===== config.mk =====
export PLATFORM = sky130hd
export DESIGN_NAME = mem_access_unit
export DESIGN_NICKNAME = d
export VERILOG_FILES = /design/src/rtl/mem_access_unit_pkg.sv /design/src/rtl/mem_access_unit_byte_align.sv /design/src/rtl/mem_access_unit.sv
export SDC_FILE = /design/constraint.sdc
export NUM_CORES = 1
export LEC_CHECK = 0
export BUFFER_PORTS_ARGS = -buffer_cell sky130_fd_sc_hd__buf_2
export CORE_AREA = 10 10 109 111
export CTS_CLUSTER_SIZE = 30
export DETAILED_ROUTE_END_ITERATION = 8
export DIE_AREA = 0 0 119 121
export HOLD_SLACK_MARGIN = 0.12
export PLACE_DENSITY_LB_ADDON = 0.25
export SETUP_SLACK_MARGIN = 0.1
export SLEW_MARGIN = 0
export SYNTH_ARGS = -nofsm -noshare
export SYNTH_HDL_FRONTEND = slang
export SYNTH_SLANG_ARGS = --single-unit

===== constraint.sdc =====
create_clock -name clk -period 2.3 [get_ports clk]
set_input_delay 0.23 -clock clk [delete_from_list [all_inputs] [get_ports clk]]
set_output_delay 0.23 -clock clk [all_outputs]
set_load 0.1 [all_outputs]

===== src/rtl/mem_access_unit_pkg.sv =====
// Shared types for the LC-3b MEM-stage access unit: opcodes, FSM states, lane enables.
package mem_access_unit_pkg;

    typedef enum logic [3:0] {
        OP_BR  = 4'h0, OP_ADD = 4'h1, OP_LDB = 4'h2, OP_STB  = 4'h3,
        OP_JSR = 4'h4, OP_AND = 4'h5, OP_LDR = 4'h6, OP_STR  = 4'h7,
        OP_RTI = 4'h8, OP_NOT = 4'h9, OP_LDI = 4'hA, OP_STI  = 4'hB,
        OP_JMP = 4'hC, OP_SHF = 4'hD, OP_LEA = 4'hE, OP_TRAP = 4'hF
    } lc3b_opcode_t;

    typedef enum logic [1:0] {IDLE, PTR, ACCESS, DONE} mau_state_t;

    localparam logic [1:0] BE_WORD = 2'b11;
    localparam logic [1:0] BE_LO   = 2'b01;
    localparam logic [1:0] BE_HI   = 2'b10;

    function automatic logic is_indirect(input logic [3:0] op);
        return (op == OP_LDI) || (op == OP_STI);
    endfunction

    function automatic logic is_byte_op(input logic [3:0] op);
        return (op == OP_LDB) || (op == OP_STB);
    endfunction

endpackage


===== src/rtl/mem_access_unit_byte_align.sv =====
// Byte-lane steering: lane enables, store-byte replication and load-byte zero-extension.
module mem_byte_align
    import mem_access_unit_pkg::*;
(
    input  logic [3:0]  opcode_i,
    input  logic        addr0_i,
    input  logic [15:0] store_data_i,
    input  logic [15:0] read_data_i,
    output logic [1:0]  byte_enable_o,
    output logic [15:0] store_data_o,
    output logic [15:0] load_data_o
);

    logic byte_op;

    always_comb begin
        byte_op       = is_byte_op(opcode_i);
        byte_enable_o = BE_WORD;
        store_data_o  = store_data_i;
        load_data_o   = read_data_i;
        if (byte_op) begin
            byte_enable_o = addr0_i ? BE_HI : BE_LO;
            store_data_o  = {store_data_i[7:0], store_data_i[7:0]};
            load_data_o   = addr0_i ? {8'h00, read_data_i[15:8]} : {8'h00, read_data_i[7:0]};
        end
    end

endmodule


===== src/rtl/mem_access_unit.sv =====
// MEM-stage data-memory sequencer: word/byte loads and stores plus two-access LDI/STI.
module mem_access_unit
    import mem_access_unit_pkg::*;
#(
    parameter int unsigned ADDR_W = 16,
    parameter int unsigned DATA_W = 16
) (
    input  logic              clk,
    input  logic              reset_n,
    input  logic              valid_in,
    input  logic [3:0]        opcode,
    input  logic              mem2_read,
    input  logic              mem2_write,
    input  logic [ADDR_W-1:0] addr_in,
    input  logic [DATA_W-1:0] wdata_in,
    input  logic              dmem_resp,
    input  logic [DATA_W-1:0] dmem_rdata,
    output logic              dmem_read,
    output logic              dmem_write,
    output logic [ADDR_W-1:0] dmem_address,
    output logic [DATA_W-1:0] dmem_wdata,
    output logic [1:0]        dmem_byte_enable,
    output logic              stall,
    output logic              done,
    output logic [DATA_W-1:0] rdata_out
);

    mau_state_t        state_q;
    logic [3:0]        op_q;
    logic [ADDR_W-1:0] addr_q, ptr_q;
    logic [DATA_W-1:0] wdata_q;
    logic              read_q;

    logic              start;
    logic [3:0]        sel_op;
    logic [ADDR_W-1:0] sel_addr, acc_addr;
    logic [DATA_W-1:0] sel_data, al_wdata, al_rdata;
    logic [1:0]        al_be;

    assign start = valid_in & (mem2_read | mem2_write);
    assign stall = ((state_q == IDLE) & start) | (state_q == PTR) | (state_q == ACCESS);

    // Request outputs are registered, so the access parameters are computed from
    // whatever source is becoming authoritative on the edge that enters the state.
    always_comb begin
        sel_op   = op_q;
        sel_data = wdata_q;
        sel_addr = is_indirect(op_q) ? ptr_q : addr_q;
        if (state_q == IDLE) begin
            sel_op   = opcode;
            sel_data = wdata_in;
            sel_addr = addr_in;
        end else if (state_q == PTR) begin
            sel_addr = dmem_rdata;
        end
        acc_addr = is_byte_op(sel_op) ? sel_addr : {sel_addr[ADDR_W-1:1], 1'b0};
    end

    mem_byte_align u_align (
        .opcode_i      (sel_op),
        .addr0_i       (sel_addr[0]),
        .store_data_i  (sel_data),
        .read_data_i   (dmem_rdata),
        .byte_enable_o (al_be),
        .store_data_o  (al_wdata),
        .load_data_o   (al_rdata)
    );

    always_ff @(posedge clk or negedge reset_n) begin
        if (!reset_n) begin
            state_q          <= IDLE;
            op_q             <= '0;
            addr_q           <= '0;
            ptr_q            <= '0;
            wdata_q          <= '0;
            read_q           <= 1'b0;
            dmem_read        <= 1'b0;
            dmem_write       <= 1'b0;
            dmem_address     <= '0;
            dmem_wdata       <= '0;
            dmem_byte_enable <= '0;
            done             <= 1'b0;
            rdata_out        <= '0;
        end else begin
            done <= 1'b0;
            unique case (state_q)
                IDLE: if (start) begin
                    op_q         <= opcode;
                    addr_q       <= addr_in;
                    wdata_q      <= wdata_in;
                    read_q       <= mem2_read;
                    dmem_address <= acc_addr;
                    if (is_indirect(opcode)) begin
                        state_q          <= PTR;
                        dmem_read        <= 1'b1;
                        dmem_byte_enable <= BE_WORD;
                    end else begin
                        state_q          <= ACCESS;
                        dmem_read        <= mem2_read;
                        dmem_write       <= ~mem2_read;
                        dmem_byte_enable <= al_be;
                        dmem_wdata       <= al_wdata;
                    end
                end
                PTR: if (dmem_resp) begin
                    ptr_q            <= dmem_rdata;
                    state_q          <= ACCESS;
                    dmem_read        <= read_q;
                    dmem_write       <= ~read_q;
                    dmem_address     <= acc_addr;
                    dmem_byte_enable <= al_be;
                    dmem_wdata       <= al_wdata;
                end
                ACCESS: if (dmem_resp) begin
                    if (read_q) rdata_out <= al_rdata;
                    state_q          <= DONE;
                    done             <= 1'b1;
                    dmem_read        <= 1'b0;
                    dmem_write       <= 1'b0;
                    dmem_address     <= '0;
                    dmem_wdata       <= '0;
                    dmem_byte_enable <= '0;
                end
                DONE:    state_q <= IDLE;
                default: state_q <= IDLE;
            endcase
        end
    end

endmodule


==> impl_metrics.tcl <==
set metrics [dict create \
    outcome "finished, final reports clean" \
    path_max_fanout 13 \
    nNetsFinal 680 \
    nFillCells 784 \
    ys_seq_area_share_pct 51.0 \
    min_to "op_q[1]" \
    viasPerCell 5.80 \
    wire_per_inst_um 19.7 \
    cap_violations 0 \
    syn_to_final_growth_pct 25.6 \
    met1_length_um 6470 \
    clk_pin_slew_ns 0.11 \
    period_share_pct 90.8 \
    synthCells 475 \
    required_ns 2.59 \
    drive_gt1_share_pct 37.2 \
    top_layer "met5" \
    finalSetupTns_ns 0 \
    vias 4388 \
    crit_chain "buf_4, ha_1, o21ba_2, or2_0, or2_4, buf_4, o31ai_1" \
    antenna_found_initial 1 \
    rsz0062_at_grt "no" \
    cts_made_buffers 9 \
    reg2reg_from "state_q[1]" \
    timing.fmax_mhz 479 \
    core_mm2 0.00964 \
    cts_sinks 107 \
    ys_warn_count 0 \
    hold_violations 0 \
    endpoint_kind "register" \
    hold_class "input pin to register" \
    grt.total_usage_pct 20.7 \
    hpwl_um 10600 \
    portBuffers 110 \
    wirelength_um 14900 \
    firstDrtPassIters 5 \
    synth_area_mm2 0.00525 \
    min-delay-start "opcode[1]" \
    clk_latency_ns 0.39 \
    die_w_um 119 \
    first_iter_violations 396 \
    multi_input_area_mm2 0.00241 \
    worst_slew_pin_slew_ns 0.649 \
    grt_pass1_vias 4666 \
    clockBufferDepth 2 \
    dieArea_mm2 0.0144 \
    synth_cell_type_count 43 \
    postSynthAreaPerCell_um2 11.0 \
    drc 0 \
    cts_tree "yes" \
    grt_start_max_net_pins 40 \
    slew_headroom_pct 56.7 \
    start_kind "register" \
    routabilityCongestion 0.861 \
    regToRegSetupSlack_ns 0.21 \
    initial_core_util_pct 54.4 \
    report.final.slew_viol_count 0 \
    ios 112 \
    cp_common_cell "buf_4" \
    seq_area_mm2 0.00268 \
    setup_viol 0 \
    skew_ns 0.0140 \
    period_needed_ns 2.09 \
    diodes 0 \
    dr_wl_met2_um 7370 \
    grt_overflow 0 \
    ant_nets 0 \
    met3_length_um 855 \
    floorplan.rows 36 \
    arrival_ns 2.38 \
    cts.root.buffer_cell "clkbuf_8" \
    synth_nets 537 \
    reg2reg_depth 7 \
    hold-path-cell-count 2 \
    slowest_delay_ns 0.42 \
    htreeDepth 3 \
    ys_seq_elements 107 \
    die_height_um 121 \
    crit_slowest_cell "dfrtp_1" \
    r2r_end "dmem_wdata[2]" \
    grt_pass1_wl_um 24300 \
    critPathKind "register to register" \
]
## placed cells by master, fill, tap and decap left out, types with 4 or more instances in the layout
master         count
a211oi_1          15
a21oi_1            6
and4b_1           15
buf_2            108
buf_4             21
clkbuf_8          11
dfrtp_1          107
dlygate4sd3_1     35
inv_1              4
mux2_2            60
mux2i_1            9
nand2_1           61
nor2_1            17
o211ai_1          16
o21ai_0           43
o21ai_1           18
o31a_1            15
o31ai_1            6
o31ai_2           10
## layout make-up
cell class                 instances  share of cell area [%]
tap                              133                    2.53
timing repair buffer             169                    17.2
sequential                       107                    40.6
clock buffer                      12                    2.36
clock inverter                     4                   0.380
multi-input combinational        326                    36.6
inverter                           5                   0.285
## cells in the mapped netlist (all sizes together)
cell	instances	area share, %
nor4b	1	0.45
a211o	1	0.17
nand3	1	0.19
and3	1	0.12
o221ai	2	0.33
or3b	1	0.17
buf	13	1.6
nor2	17	1.2
ha	4	0.95
o211ai	16	2.3
a31oi	1	0.12
nand2	62	4.4
a22oi	1	0.14
nand3b	2	0.29
o31ai	16	3.2
or2	4	0.48
o21ai	61	5.8
nor4bb	1	0.19
a22o	2	0.33
a211oi	15	2.1
o21a	3	0.43
clkbuf	24	1.7
a21oi	6	0.57
o31a	15	2.5
mux2i	9	1.7
nor3b	1	0.14
inv	5	0.36
mux2	61	13
and2	1	0.12
dfrtp	107	51
nor3	3	0.29
and4b	15	2.9
o22ai	1	0.12
o2111ai	1	0.17
o21ba	1	0.19
## state kept, by name, indices dropped and copies added, names as in the netlist
signal and cells:
addr_q 16, dmem_address 16, dmem_byte_enable 2, dmem_read 1, dmem_wdata 16, dmem_write 1, done 1, op_q 3
ptr_q 16, rdata_out 16, read_q 1, state_q 2, wdata_q 16
## critical path, delay by kind of cell (launching register included)
family / cells / cell delay, ns
buffers and inverters: 2 / 0.36
AOI/OAI and AO/OA: 2 / 0.51
adders and majority gates: 1 / 0.19
and+or+nand+nor: 2 / 0.52
DFF: 1 / 0.42
## worst max path at each step
| stage | from | endpoint | slack (ns) | cells after the start |
|---|---|---|---|---|
| after floorplan | state_q[0] | stall | 0.17 | 6 |
| after global placement | state_q[0] | rdata_out[2] | 0.21 | 7 |
| after detailed placement | state_q[1] | rdata_out[7] | 0.08 | 7 |
| after CTS | state_q[0] | stall | 0.10 | 7 |
| after global routing | state_q[1] | dmem_address[0] | 0.10 | 7 |
| final | state_q[1] | dmem_wdata[2] | 0.21 | 7 |
## metrics by stage
step | cell area [um^2] | utilization (%) | worst slack (ns) | cells | hold WS (ns)
floorplan | 5250 | - | 0.172 | 475 | -0.0656
global placement | 6000 | 62.2 | 0.207 | 704 | 0.234
detailed placement | 6000 | 62.2 | 0.0815 | 704 | 0.247
CTS | 6540 | 67.9 | 0.101 | 754 | 0.121
global route | 6590 | 68.3 | 0.103 | 756 | 0.121
finish | 6590 | 68.3 | 0.213 | 756 | 0.122
## per-layer routing
metal / global-route usage (%) / vias to the layer above
met4: 6.64 / 2
met1: 25.8 / 2213
met5: 0 / -
li1: - / 2025
met3: 5.35 / 16
met2: 34.5 / 132
## cell families (layout without fill, tap and decap cells)
group                      Yosys count  count (layout)  synth area share, %
AOI/OAI and AO/OA                  142             142                 18.6
adders and majority gates            4               4                0.954
buffers and inverters               42             190                 3.65
DFF                                107             107                 51.0
muxes                               70              70                 14.8
and+or+nand+nor                    110             110                 10.9
## repair_timing
item | in CTS | in global routing
hold endpoints to repair | 69 | 1
buffers inserted | 0 | 1
setup endpoints to repair | 3 | 36
resized for setup | 4 | 10
hold buffers | 34 | 1
Power is not shown: default switching activity piles up to over one toggle a cycle in this logic, so the estimate is an artifact.
